`src/rtl/prio_encoder_rr.sv`:
```
// Registered N-line priority encoder with sticky pending bits,
// fixed/round-robin selection and a valid/ready output handshake.
//
// Ports:
//   clk       - rising-edge clock
//   rst_n     - synchronous active-low reset
//   in_valid  - qualifies in_req this cycle
//   in_req    - request bits, bit k = line k
//   mode      - 0 fixed (highest index wins), 1 round-robin
//   out_valid - out_idx holds a granted index
//   out_ready - consumer accepts out_idx this cycle
//   out_idx   - encoded index of granted line
//   pend      - current pending register
module prio_encoder_rr #(
  parameter int N = 8,
  localparam int W = $clog2(N)
) (
  input  logic         clk,
  input  logic         rst_n,
  input  logic         in_valid,
  input  logic [N-1:0] in_req,
  input  logic         mode,
  output logic         out_valid,
  input  logic         out_ready,
  output logic [W-1:0] out_idx,
  output logic [N-1:0] pend
);

  logic [N-1:0] pend_q, pend_d;
  logic [W-1:0] ptr_q, ptr_d;
  logic         out_valid_q, out_valid_d;
  logic [W-1:0] out_idx_q, out_idx_d;

  logic         free;
  logic         grant;
  logic [W-1:0] sel_fix;
  logic [W-1:0] sel_rr;
  logic         found;
  logic [W-1:0] sel;
  logic [N-1:0] gmask;
  int           j;

  assign free  = ~out_valid_q | out_ready;
  assign grant = free & (|pend_q);

  // Ascending scan, so the last hit is the highest index.
  always_comb begin
    sel_fix = '0;
    for (int i = 0; i < N; i++) begin
      if (pend_q[i]) sel_fix = W'(i);
    end
  end

  // Scan ptr, ptr+1, ... wrapping at N (N need not be 2**W).
  always_comb begin
    sel_rr = '0;
    found  = 1'b0;
    j      = 0;
    for (int i = 0; i < N; i++) begin
      j = int'(ptr_q) + i;
      if (j >= N) j = j - N;
      if (!found && pend_q[j]) begin
        found  = 1'b1;
        sel_rr = W'(j);
      end
    end
  end

  assign sel = mode ? sel_rr : sel_fix;

  always_comb begin
    gmask = '0;
    if (grant) gmask[sel] = 1'b1;
  end

  always_comb begin
    // Set wins over the grant clear.
    pend_d      = (pend_q & ~gmask) | (in_valid ? in_req : '0);
    out_valid_d = grant | (out_valid_q & ~out_ready);
    out_idx_d   = out_idx_q;
    ptr_d       = ptr_q;
    if (grant) begin
      out_idx_d = sel;
      if (mode) begin
        if (sel == W'(N - 1)) ptr_d = '0;
        else                  ptr_d = sel + W'(1);
      end
    end
  end

  always_ff @(posedge clk) begin
    if (!rst_n) begin
      pend_q      <= '0;
      ptr_q       <= '0;
      out_valid_q <= 1'b0;
      out_idx_q   <= '0;
    end else begin
      pend_q      <= pend_d;
      ptr_q       <= ptr_d;
      out_valid_q <= out_valid_d;
      out_idx_q   <= out_idx_d;
    end
  end

  assign out_valid = out_valid_q;
  assign out_idx   = out_idx_q;
  assign pend      = pend_q;

endmodule

```
`config.mk`:
```
export PLATFORM = sky130hd
export DESIGN_NAME = prio_encoder_rr
export DESIGN_NICKNAME = d
export VERILOG_FILES = /design/src/rtl/prio_encoder_rr.sv
export SDC_FILE = /design/constraint.sdc
export NUM_CORES = 1
export LEC_CHECK = 0
export CORE_ASPECT_RATIO = 1.25
export CORE_MARGIN = 4
export CORE_UTILIZATION = 50
export CTS_CLUSTER_SIZE = 28
export DETAILED_ROUTE_END_ITERATION = 8
export PLACE_DENSITY = 0.74
export SLEW_MARGIN = 0
export SYNTH_ARGS = -nofsm -noshare
export SYNTH_HDL_FRONTEND = slang
export SYNTH_SLANG_ARGS = --single-unit
```
`constraint.sdc`:
```
create_clock -name clk -period 4.15 [get_ports clk]
set_clock_uncertainty 0.1 [all_clocks]
set_input_delay 0.83 -clock clk [delete_from_list [all_inputs] [get_ports clk]]
set_output_delay 0.83 -clock clk [all_outputs]
set_load 0.005 [all_outputs]
```
== Word level (Yosys, flattened, before mapping) ==
Index checks and enable logic that the tools add are counted.
Word-level totals
  register bits: 15
  output and inout bits: 12
  word-level logic and storage cells: 125
Cells by class
  multiplexer cells: 60
  bitwise operators: 9
  order comparisons: 18
  reduce and logical (&&, ||, !) cells: 17
  equal/unequal tests: 1
  add/sub/neg operators: 16
Operator list (number)
  < comparator 32 x 5 -> 1 bit (second input constant): 8
  2-to-1 mux 32 bit: 8
  2-to-1 mux 3 bit: 14
  subtractor 4 x 4 -> 5 bit (second input constant): 7
  >= comparator 4 bit (second input constant): 7
  2-to-1 mux 1 bit: 25
  binary-select mux 1 bit (select 3 bit): 8
  adder 3 x 3 -> 4 bit (second input constant): 4
  2-to-1 mux 8 bit: 2
  adder 3 x 2 -> 4 bit (second input constant): 2
  bitwise AND 8 bit: 1
  logical AND 1 bit: 8
  inverter 8 bit: 1
  OR 8 bit: 1
  OR reduction 8 bit: 1
  logical NOT 1 bit: 7
  subtractor 3 x 4 -> 5 bit (second input constant): 1
  adder 3 x 1 -> 4 bit (second input constant): 1
  >= comparator 3 x 4 -> 1 bit (second input constant): 1
  < comparator 3 x 4 -> 1 bit (second input constant): 1
  2-to-1 mux 2 bit: 2
  adder 3 x 1 -> 3 bit (second input constant): 1
  demux 1 bit (select 3 bit): 1
  == test 3 bit (second input constant): 1
  5 further kinds: 8

== Longest topological paths before layout ==
  depth after elaboration: 36
  mapped depth: 17
  depth with buffers taken out: 13

== Least setup slack after synthesis ==
Ideal clock, no wire load.
  path kind: reg2reg
  from: reg ptr_q[1]
  to: reg ptr_q[2]
  setup time: 83 ps
  data required time: 3967 ps
  clock period less this slack: 4174 ps
  arrival: 3991 ps
  setup slack: -24 ps
  cell stages (with the launch flop): 18
  path buffers: 4
  cell sequence: dfxtp_1 -> buf_2 -> buf_1 -> inv_1 -> ha_1 -> buf_6 -> buf_6 -> mux2i_1 -> mux4_2 -> nand3b_1 -> nand2_1 -> a211o_1 -> a311o_1 -> nand2_1 -> inv_1 -> ha_1 -> or4_1 -> o221ai_1
Between the ends
  word-level cells in the longest chain between the ends: 30
RTL lines
  start: declaration: line 30  | logic [W-1:0] ptr_q, ptr_d;
  start signal: assignment: line 99  | ptr_q <= ptr_d;
  branches (longest 26 deep; another with subtractor 4 x 4 -> 5 bit)
  2-to-1 mux 3 bit *: line 62  | if (!found && pend_q[j]) begin
  2-to-1 mux 3 bit *: line 69  | assign sel = mode ? sel_rr : sel_fix;
  adder 3 x 1 -> 3 bit or == test 3 bit (tied branches): line 86, 85
  2-to-1 mux 3 bit *: line 85  | if (sel == W'(N - 1)) ptr_d = '0;
Every way passes the cells marked *. The select of a mux whose other input is x is not followed.
A chain may end at the register's enable or synchronous reset.

== Final worst setup path ==
Ends and elaborated chain as after synthesis.

==> impl_table.tex <==
\begin{tabular}{lr}
\hline
Metric & Value \\
\hline
\multicolumn{2}{l}{\textbf{Clock tree}} \\
Clk Latency, worst-skew pair & 250 ps \\
CTS clk-pin slew, worst paths & 60 ps \\
Master cell of the clock root buffer & clkbuf\_8 \\
Clock tree from TritonCTS & yes \\
Count of clock tree sinks & 15 \\
H-tree Lvls & 1 \\
Number of buffers created by CTS & 3 \\
Buffers inserted by post-CTS timing repair & 0 \\
Maximum number of buffers from clock root to sink & 2 \\
\multicolumn{2}{l}{\textbf{Floorplanning}} \\
Area of the die & 4680 sq um \\
Initial cell density of the core & 0.519 \\
Num ports & 25 \\
Die width & 62.0 um \\
Std-Cell Core Area & 3510 sq um \\
Number of core rows & 24 \\
Die extent in y & 75.5 um \\
\multicolumn{2}{l}{\textbf{Setup path}} \\
Worst Setup Path Type & register to register \\
Source of the critical timing path & ptr\_q[1] \\
Worst setup EP type & register \\
Setup slack of the worst register-to-register path & 380 ps \\
Crit-path max FO & 11 \\
Data required time of the critical path & 4210 ps \\
Standard cell with the maximum stage delay on the critical path & mux4\_2 \\
Startpoint of the worst-slack reg-to-reg timing path & ptr\_q[1] \\
Arrival @ worst endpoint & 3840 ps \\
Critical path, cell by cell & inv\_1 > ha\_4 > mux2i\_1 > mux4\_2 > nand3b\_1 > nand2\_1 > a211o\_1 > a311o\_1 > nand2\_1 > inv\_1 > ha\_1 > or4\_1 > o221ai\_1 \\
Maximum single-stage delay on the critical path & 510 ps \\
Path depth of the worst reg2reg path & 13 \\
Reg2reg end & ptr\_q[2] \\
Type of origin of the critical path & register \\
\multicolumn{2}{l}{\textbf{GRT}} \\
Largest net degree at the start of global routing & 17 \\
Aggregate global routing overflow & 0 \\
First-pass GRT wire length & 8.70 mm \\
Antenna violations before repair & 0 \\
Total Routing Usage GR & 0.248 \\
Number of global-route vias before repair & 1748 \\
\multicolumn{2}{l}{\textbf{Route}} \\
Vias after detailed routing & 1876 \\
Routed len/inst & 19.2 um \\
Post-route ant nets & 0 \\
Detailed router's first-iteration violation count & 199 \\
\# DRC & 0 \\
Number of search-and-repair iterations in the first detailed-routing pass & 5 \\
Wire length after detailed routing & 5.25 mm \\
Routed via count divided by cell count & 6.87 \\
\multicolumn{2}{l}{\textbf{Power}} \\
Leakage power & 0.767 nW \\
PD cells & 722 nW/um\^{}2 \\
Maximum VDD drop & 0.540 mV \\
Total power draw & 1.55 mW \\
\multicolumn{2}{l}{\textbf{Placement}} \\
Buffers on Ports & 24 \\
RD Place Congestion & 0.927 \\
Placed Instances & 269 \\
Detailed-placement wirelength estimate & 3.93 mm \\
\multicolumn{2}{l}{\textbf{Cells and area}} \\
Share of post-route cells with drive strength above 1 & 0.167 \\
Core occupancy in the finished layout & 0.610 \\
Total number of nets in the final design & 251 \\
Area growth from synthesis to final layout & 17.5\% \\
Final std cells w/o fill & 273 \\
N\_diodes & 0 \\
\multicolumn{2}{l}{\textbf{Timing}} \\
Final Hold Fails & 0 \\
Final worst path period need & 3770 ps \\
Unrepaired setup endpoints after global routing & no \\
Final hold slack & 361 ps \\
Final TNS setup & 0 ps \\
Fmax achieved & 0.265 GHz \\
Final count of negative-setup-slack endpoints & 0 \\
Transition time at the pin with the least slew margin & 661 ps \\
Relative slew slack & 0.555 \\
Share of the cycle needed by the critical path after routing & 0.909 \\
Final number of max-transition violations & 0 \\
\multicolumn{2}{l}{\textbf{Worst hold path}} \\
Type of the worst min-delay path & register to register \\
Start point of the worst min-delay path & out\_idx[1] \\
Hold-critical path endpoint & out\_idx[1] \\
Worst hold stages & 2 \\
\multicolumn{2}{l}{\textbf{Synthesis}} \\
Post-synth top flop & dfxtp\_1 \\
Number of register bits inferred by synthesis & 15 \\
Synth Net Count & 233 \\
Synthesis warning total & 0 \\
Sequential fraction of the synthesis area & 0.165 \\
Mapped Cells & 217 \\
Combined area of all synthesized cells & 1820 sq um \\
Number of enable flip-flop cells after synthesis & 0 \\
Synthesized area divided by synthesized cell count & 8.40 sq um \\
Async set-or-reset flop fraction in the synthesized netlist & 0 \\
Distinct cells, synth & 53 \\
\multicolumn{2}{l}{\textbf{Outcome}} \\
Outcome & finished clean \\
\multicolumn{2}{l}{\textbf{Flow run}} \\
Number of max-cap violations & 0 \\
\hline
\end{tabular}
critical path: cells and delay by family, from the launching register on:
family | cells | cell delay (ps)
mux | 2 | 640
flops | 1 | 320
simple gates | 4 | 960
fa+ha+maj | 2 | 580
compound gates | 3 | 900
buf+inv | 2 | 180
area by class of cell:
| class | instances | area (sq um) |
|---|---|---|
| Tap cell | 39 | 48.8 |
| Fill cell | 301 | 1370 |
| Inverter | 7 | 26.3 |
| Timing Repair Buffer | 33 | 308 |
| Multi-Input combinational cell | 175 | 1410 |
| Clock buffer | 4 | 45.0 |
| Sequential cell | 15 | 300 |
cells in the mapped netlist, types with 4 or more instances:
| cell type | instances | area share |
|---|---|---|
| mux4_2 | 16 | 0.20 |
| nand2_1 | 21 | 0.043 |
| nor2b_1 | 6 | 0.021 |
| clkbuf_1 | 10 | 0.021 |
| buf_2 | 4 | 0.011 |
| nor2_1 | 18 | 0.037 |
| a31oi_1 | 4 | 0.014 |
| nand2b_1 | 6 | 0.021 |
| a21oi_1 | 18 | 0.049 |
| nor3_1 | 4 | 0.011 |
| and2_1 | 6 | 0.021 |
| nand3_1 | 6 | 0.016 |
| dfxtp_1 | 15 | 0.16 |
| mux2i_1 | 12 | 0.066 |
| a311oi_1 | 4 | 0.019 |
| inv_1 | 5 | 0.010 |
| o21ai_0 | 6 | 0.016 |
| nor4_1 | 4 | 0.014 |
metal layers:
metal,vias up,track usage,part of all wire
met2,112,0.394,0.49
met3,26,0.0288,0.057
met4,0,0.125,0.050
met1,863,0.329,0.41
met5,-,0,0
li1,875,-,-
placed cells by master, fill, tap and decap left out, types with 3 or more instances in the layout:
| master | count |
|---|---|
| clkdlybuf4s50_1 | 24 |
| nand2_1 | 21 |
| a21oi_1 | 18 |
| nor2_1 | 18 |
| mux4_2 | 16 |
| dfxtp_1 | 15 |
| mux2i_1 | 11 |
| buf_4 | 9 |
| o21ai_0 | 6 |
| nand3_1 | 6 |
| nor2b_1 | 6 |
| nand2b_1 | 6 |
| and2_1 | 6 |
| inv_1 | 5 |
| a31oi_1 | 4 |
| nor4_1 | 4 |
| nor3_1 | 4 |
| a311oi_1 | 4 |
| nand4_1 | 3 |
| a211oi_1 | 3 |
| clkbuf_8 | 3 |
state kept, by name (all words and copies together), names as in the netlist:
signal / count
out_valid: 1
ptr_q: 3
out_idx: 3
pend: 8
report_power, final:
group	switching [mW]	internal (mW)	leakage [nW]
logic	0.627	0.560	0.620
clock network	0.0519	0.0681	0.0228
registers	0.0596	0.181	0.124
total	0.739	0.809	0.767
through the flow:
stage | area [sq um] | setup WS, ps
2_1_floorplan | 1820 | 139
3_3_place_gp | 2080 | 246
3_5_place_dp | 2080 | 140
4_1_cts | 2130 | 97.5
5_1_grt | 2140 | 128
6_report | 2140 | 377
kinds of logic after synthesis:
family | count (synthesis) | share of synthesized area
AOI/OAI and AO/OA | 57 | 0.224
xor gates and xnor gates | 2 | 0.00961
adders and majority gates | 3 | 0.0206
buffers and inverters | 27 | 0.0686
DFF | 15 | 0.165
muxes | 31 | 0.284
and+or+nand+nor | 82 | 0.229
what timing repair did:
action / CTS / global route
hold buffers: 0 / 0
endpoints found under the hold margin: 0 / 0
setup endpoints to repair: 0 / 1
resized for setup: 0 / 3
worst max path at each step:
stage / endpoint / slack [ps] / cells past startpoint
after floorplan: ptr_q[2] / 140 / 17
after global placement: ptr_q[2] / 250 / 13
after detailed placement: ptr_q[2] / 140 / 12
after CTS: ptr_q[2] / 100 / 12
after global routing: ptr_q[2] / 130 / 13
final: ptr_q[2] / 380 / 13
(Power assumes the default switching activity.)
